===== src/rtl/float_accumulator.sv =====
// Streaming FP32 burst reducer around an external combinational adder.
// Handles zero operands and exact cancellation the adder does not.
module float_accumulator #(
  parameter int CNT_W = 8
) (
  input  logic             clk,
  input  logic             reset_n,
  input  logic             clear,
  input  logic             in_valid,
  output logic             in_ready,
  input  logic [31:0]      in_data,
  input  logic             in_last,
  output logic             out_valid,
  input  logic             out_ready,
  output logic [31:0]      out_data,
  output logic [CNT_W-1:0] out_count,
  output logic             out_ovf,
  output logic [31:0]      add_a,
  output logic [31:0]      add_b,
  input  logic [31:0]      add_y
);

  typedef enum logic [1:0] {
    EMPTY = 2'd0,
    ACC   = 2'd1,
    DONE  = 2'd2
  } state_e;

  localparam logic [CNT_W-1:0] CNT_MAX = {CNT_W{1'b1}};
  localparam logic [CNT_W-1:0] CNT_ONE = {{(CNT_W-1){1'b0}}, 1'b1};

  state_e           state_q, state_d;
  logic [31:0]      acc_q, acc_d;
  logic [CNT_W-1:0] count_q, count_d;
  logic             ovf_q, ovf_d;

  logic acc_hs;
  logic in_zero;
  logic acc_zero;
  logic cancel;

  assign add_a = acc_q;
  assign add_b = in_data;

  assign in_zero  = (in_data[30:23] == 8'h00);
  assign acc_zero = (acc_q[30:23] == 8'h00);
  assign cancel   = (acc_q[30:0] == in_data[30:0]) &&
                    (acc_q[31] != in_data[31]);

  // Handshakes, next-state and accumulator update selection.
  always_comb begin
    state_d   = state_q;
    acc_d     = acc_q;
    count_d   = count_q;
    ovf_d     = ovf_q;
    in_ready  = (state_q != DONE);
    acc_hs    = in_valid && in_ready;
    out_valid = 1'b0;
    out_data  = 32'h0;
    out_count = '0;
    out_ovf   = 1'b0;

    unique case (state_q)
      EMPTY: begin
        if (acc_hs) begin
          acc_d   = in_zero ? 32'h0 : in_data;
          count_d = CNT_ONE;
          state_d = in_last ? DONE : ACC;
        end
      end
      ACC: begin
        if (acc_hs) begin
          if (in_zero) begin
            acc_d = acc_q;
          end else if (acc_zero) begin
            acc_d = in_data;
          end else if (cancel) begin
            acc_d = 32'h0;
          end else begin
            acc_d = add_y;
            ovf_d = ovf_q | (add_y[30:23] == 8'hFF);
          end
          count_d = (count_q == CNT_MAX) ? count_q : count_q + CNT_ONE;
          state_d = in_last ? DONE : ACC;
        end
      end
      DONE: begin
        out_valid = 1'b1;
        out_data  = acc_q;
        out_count = count_q;
        out_ovf   = ovf_q;
        if (out_ready) begin
          state_d = EMPTY;
          acc_d   = 32'h0;
          count_d = '0;
          ovf_d   = 1'b0;
        end
      end
      default: begin
        state_d = EMPTY;
      end
    endcase

    if (clear) begin
      state_d = EMPTY;
      acc_d   = 32'h0;
      count_d = '0;
      ovf_d   = 1'b0;
    end
  end

  // State registers with synchronous active-low reset.
  always_ff @(posedge clk) begin
    if (!reset_n) begin
      state_q <= EMPTY;
      acc_q   <= 32'h0;
      count_q <= '0;
      ovf_q   <= 1'b0;
    end else begin
      state_q <= state_d;
      acc_q   <= acc_d;
      count_q <= count_d;
      ovf_q   <= ovf_d;
    end
  end

endmodule


===== config.mk =====
export PLATFORM = sky130hd
export DESIGN_NAME = float_accumulator
export DESIGN_NICKNAME = d
export VERILOG_FILES = /design/src/rtl/float_accumulator.sv
export SDC_FILE = /design/constraint.sdc
export NUM_CORES = 1
export LEC_CHECK = 0
export CAP_MARGIN = 20
export CELL_PAD_IN_SITES_DETAIL_PLACEMENT = 1
export CELL_PAD_IN_SITES_GLOBAL_PLACEMENT = 1
export CORE_MARGIN = 2
export CORE_UTILIZATION = 32
export DETAILED_ROUTE_END_ITERATION = 7
export PLACE_DENSITY_LB_ADDON = 0.15
export SLEW_MARGIN = 10
export SYNTH_ARGS = -nofsm -noshare
export SYNTH_HDL_FRONTEND = slang
export SYNTH_SLANG_ARGS = --single-unit

===== constraint.sdc =====
create_clock -name clk -period 5 [get_ports clk]
set_input_delay 1.5 -clock clk [delete_from_list [all_inputs] [get_ports clk]]
set_output_delay 1.5 -clock clk [all_outputs]
set_load 0.02 [all_outputs]

# Word level (Yosys, flattened, before mapping)

Cells that the tools add are included.

Register bits: 43
Word-level logic and storage cells: 62

$add $sub $neg: 1
Equal/unequal tests: 15
Multiplexer cells: 27
Bitwise logic cells: 2
Reductions and logical operators: 13

Operators with widths:

| operator                                                         | count |
|---|---|
| 32-bit two-way mux                                               | 8 |
| 32-bit one-hot mux with 3 select lines                           | 1 |
| 8-bit two-way mux                                                | 5 |
| 31-bit == test                                                   | 1 |
| 8-bit one-hot mux with 3 select lines                            | 1 |
| 8-bit == test (second input constant)                            | 2 |
| 8-bit zero test                                                  | 2 |
| 2-bit != test (second input constant)                            | 8 |
| 5-bit AND reduction                                              | 2 |
| 8-bit by 1-bit adder with 8-bit output (second input constant)   | 1 |
| 1-bit two-way mux                                                | 7 |
| 2-bit two-way mux                                                | 3 |
| 6-bit AND reduction                                              | 1 |
| 2-bit one-hot mux with 2 select lines                            | 1 |
| 2-bit OR reduction                                               | 2 |
| 3-bit nonzero test                                               | 1 |
| 2-bit by 1-bit == test with 1-bit output (second input constant) | 1 |
| 2-bit == test (second input constant)                            | 1 |
| 1-bit logical AND                                                | 2 |
| 2-bit zero test                                                  | 1 |
| 2-bit by 1-bit != test with 1-bit output (second input constant) | 1 |
| 1-bit one-hot mux with 2 select lines                            | 1 |
| 2-bit AND reduction                                              | 1 |
| 2-bit nonzero test                                               | 1 |
| 3 further kinds                                                  | 3 |

# Logic depth before layout (Yosys ltp)

Depth in word-level cells: 7
Gate-level depth with buffers: 9

# Worst setup path before layout

No wires, ideal clock.

Path type: input to output
From: in in_data[0]
To: out add_b[0]
Arrival time: 1.634 ns
Setup slack: 1.866 ns
Stages on the path: 1
Cell sequence: buf_4

RTL lines:

| what            | line | text |
|---|---|---|
| start, declared | 11   | `input logic [31:0] in_data,` |
| end, declared   | 19   | `output logic [31:0] add_b,` |

No word-level cell between the ends.

# Worst setup path after layout

From: in in_data[24]
To: out add_b[24]

No word-level cell between the ends.

==> results.toml <==
[sta]
max_freq_mhz = 231
post-route-min-period_ps = 4340
layout_setup_ws_ps = 662
worstMarginPinSlew_ps = 1100
setup_viol = 0
timing.hold.ws_ps = 502
fin_setup_tns_ps = 0
min_period_over_period = 0.868
finalHoldViolations = 0
slew_violations = 0
relSlewSlack = 0.270
skew_ps = 9.97
rsz0062_at_grt = "false"

[die]
io_pins = 177
die_h_um = 113
die-area_um2 = 12700
initial_core_util = 0.329
die_w_um = 113
rows = 39
core_region_area_um2 = 11500

[place]
place_ws_ps = 659
gp_congestion = 0.780
placed_cell_area_um2 = 5380
place_inst = 732
dp_hpwl_um = 10900
port_buffers = 176

[yosys]
syn_area_um2 = 3770
asyncSetResetFlopFracSynth = 0
synth.top_cell.area_share = 0.228
synth_area_leader_cell = "dfxtp_1"
synth.top_cells.by_area = "dfxtp_1, xor2_1, buf_4"
yosysUniqueCellTypes = 41
synth_nets = 552
avgSynthCellArea_um2 = 7.89
yosysWarnings = 0
ys_seq_area_frac = 0.228
ys_seq_elements = 43
synth_edf_count = 0
syn_inst = 478
synth-main-ff-cell = "dfxtp_1"

[global_routing]
grt_start_max_net_pins = 64
grtUsageMet2 = 0.401
first_global_vias = 4365
overflow = 0
grt_use_total = 0.234
gr-usage-met1 = 0.298
grt_pass1_wl_um = 23800
use_met3 = 0.0437
grt_antenna_before_repair = 0
globalRoute.busiestLayer = "met2"

[finish]
nets = 670
nFillCells = 1362
fin_area_um2 = 5530
mostFrequentLayoutCells = "clkdlybuf4s50_1, dfxtp_1, and2_1"
diodes = 0
multi_input_area_um2 = 2450
drive_gt1_frac = 0.0536
finalNonFillerCells = 740
seq_area_um2 = 861
syn_to_final_growth_pct = 46.6
mostFrequentLayoutCell = "clkdlybuf4s50_1"

[worst_setup_path]
worstRegToRegCells = 9
crit_slowest_cell = "clkdlybuf4s50_1"
path_cells = "clkdlybuf4s50_1, clkdlybuf4s50_1"
r2r-end = "count_q[7]$_SDFFE_PP0P_"
slowest_delay_ps = 690
crit_top_cell = "clkdlybuf4s50_1"
critPathBufInv = 2
required_ps = 3500
path_delay_family = "buffers and inverters"
r2r_start = "state_q[0]$_SDFFE_PP0P_"
endpoint_kind = "output port"
crit_type = "in2out"
cp_max_fo = 6
cp.arrival_ps = 2840
start_kind = "primary input"
rrSetupSlack_ps = 1810

[power]
switching_share = 0.352
cellLeakagePower_nw = 1.98
clock_power_share = 0.317
power_density_nw_per_um2 = 194
seqPwrFrac = 0.353
internal_power_mw = 0.694
power_frac_comb = 0.330
max-vdd-ir-drop_mv = 0.138
p_switching_mw = 0.378

[min_path]
worstHoldStart = "ovf_q$_SDFFE_PP0P_"
min_to = "ovf_q$_SDFFE_PP0P_"
worstHoldPathCells = 2
holdCritPathClass = "reg2reg"

[drt]
drt_iter0_markers = 184
avgViaCountPerCell = 5.77
drt-pass1-iter-count = 4
wirelength_um = 15200
wire_per_inst_um = 20.5
drc = 0
vias = 4270
drtAntennaViolNets = 0

[cts]
htreeDepth = 2
clk_pin_slew_ps = 70
clk_latency_ps = 290
holdBufCountCts = 0
cts_tree = "built"
root_buffer = "clkbuf_16"
clock_sinks = 43
cts_resized = 0
clock_path_buffers = 2
cts_setup_buffers = 0
cts_inserted_buffers = 5

[job]
maxCapViolCount = 0

[status]
status = "completed"
-- layer usage --
layer  routed length [µm]  part of all wire  vias up
met5                    0                 0        -
met2                 7420              0.49      140
li1                     -                 -     2006
met1                 6530              0.43     2098
met3                  830             0.055       26
met4                  376             0.025        0
-- power by group through the flow --
stage / Sequential (mW) / Combinational [mW] / Clock [mW]
after detailed placement: 0.387 / 0.352 / 0
final: 0.379 / 0.354 / 0.340
after global placement: 0.385 / 0.347 / 0
after global routing: 0.381 / 0.380 / 0.360
after CTS: 0.379 / 0.355 / 0.349
after floorplan: 0.397 / 0.173 / 0
-- sequential cells by signal, indices dropped and copies added, names as in the netlist --
| signal | flops |
|---|---|
| add_a | 32 |
| count_q | 8 |
| state_q | 2 |
| ovf_q | 1 |
-- Yosys cell counts, types with 5 or more instances --
| cell | instances |
|---|---|
| inv_1 | 9 |
| o31ai_1 | 28 |
| o221ai_1 | 24 |
| buf_4 | 33 |
| and3_1 | 29 |
| o211ai_1 | 32 |
| dfxtp_1 | 43 |
| nand4_1 | 5 |
| o21ai_1 | 5 |
| a211o_1 | 24 |
| nor2b_1 | 5 |
| and2_1 | 39 |
| a21oi_1 | 5 |
| nand3_1 | 6 |
| nor4_1 | 12 |
| nand2_1 | 6 |
| buf_2 | 11 |
| nor2_1 | 23 |
| o21ai_0 | 33 |
| xnor2_1 | 7 |
| xor2_1 | 31 |
| clkbuf_1 | 30 |
-- worst max path at each step --
stage / from / end / slack (ps) / cells past startpoint
after CTS: in_data[24] / add_b[24] / 660 / 2
final: in_data[24] / add_b[24] / 660 / 2
after detailed placement: in_data[24] / add_b[24] / 660 / 2
after floorplan: in_data[0] / add_b[0] / 1870 / 1
after global routing: in_data[24] / add_b[24] / 610 / 2
after global placement: in_data[24] / add_b[24] / 680 / 2
-- stage by stage --
step           total power [mW]   util
3_3_place_gp              0.733  0.470
4_1_cts                    1.08  0.482
5_1_grt                    1.12  0.482
2_1_floorplan             0.569      -
6_report                   1.07  0.482
3_5_place_dp              0.739  0.470
-- worst reg2reg max path, delay by kind of cell (launching register included) --
kind                     cells  cell delay, ps
buffers and inverters        3             770
adder cells (fa/ha/maj)      1             600
AND/OR/NAND/NOR              3             550
multiplexers                 1             420
AO/OA/AOI/OAI                1             390
flip-flops                   1             340
-- area by class of cell --
| type | count | share of cell area |
|---|---|---|
| clock buffer | 5 | 0.0226 |
| timing repair buffer | 187 | 0.336 |
| multi-input combinational | 350 | 0.444 |
| tap | 143 | 0.0324 |
| clock inverter | 3 | 0.00362 |
| sequential | 43 | 0.156 |
| inverter | 9 | 0.00611 |
-- cell families (layout without fill, tap and decap cells) --
kind of cell	Yosys count	after routing	synth area share
fa+ha+maj	4	4	0.0133
xor+xnor	38	38	0.0883
mux	2	2	0.00564
compound gates	167	167	0.322
simple gates	139	139	0.217
flops	43	43	0.228
buf+inv	85	204	0.125
(Power assumes the default switching activity.)
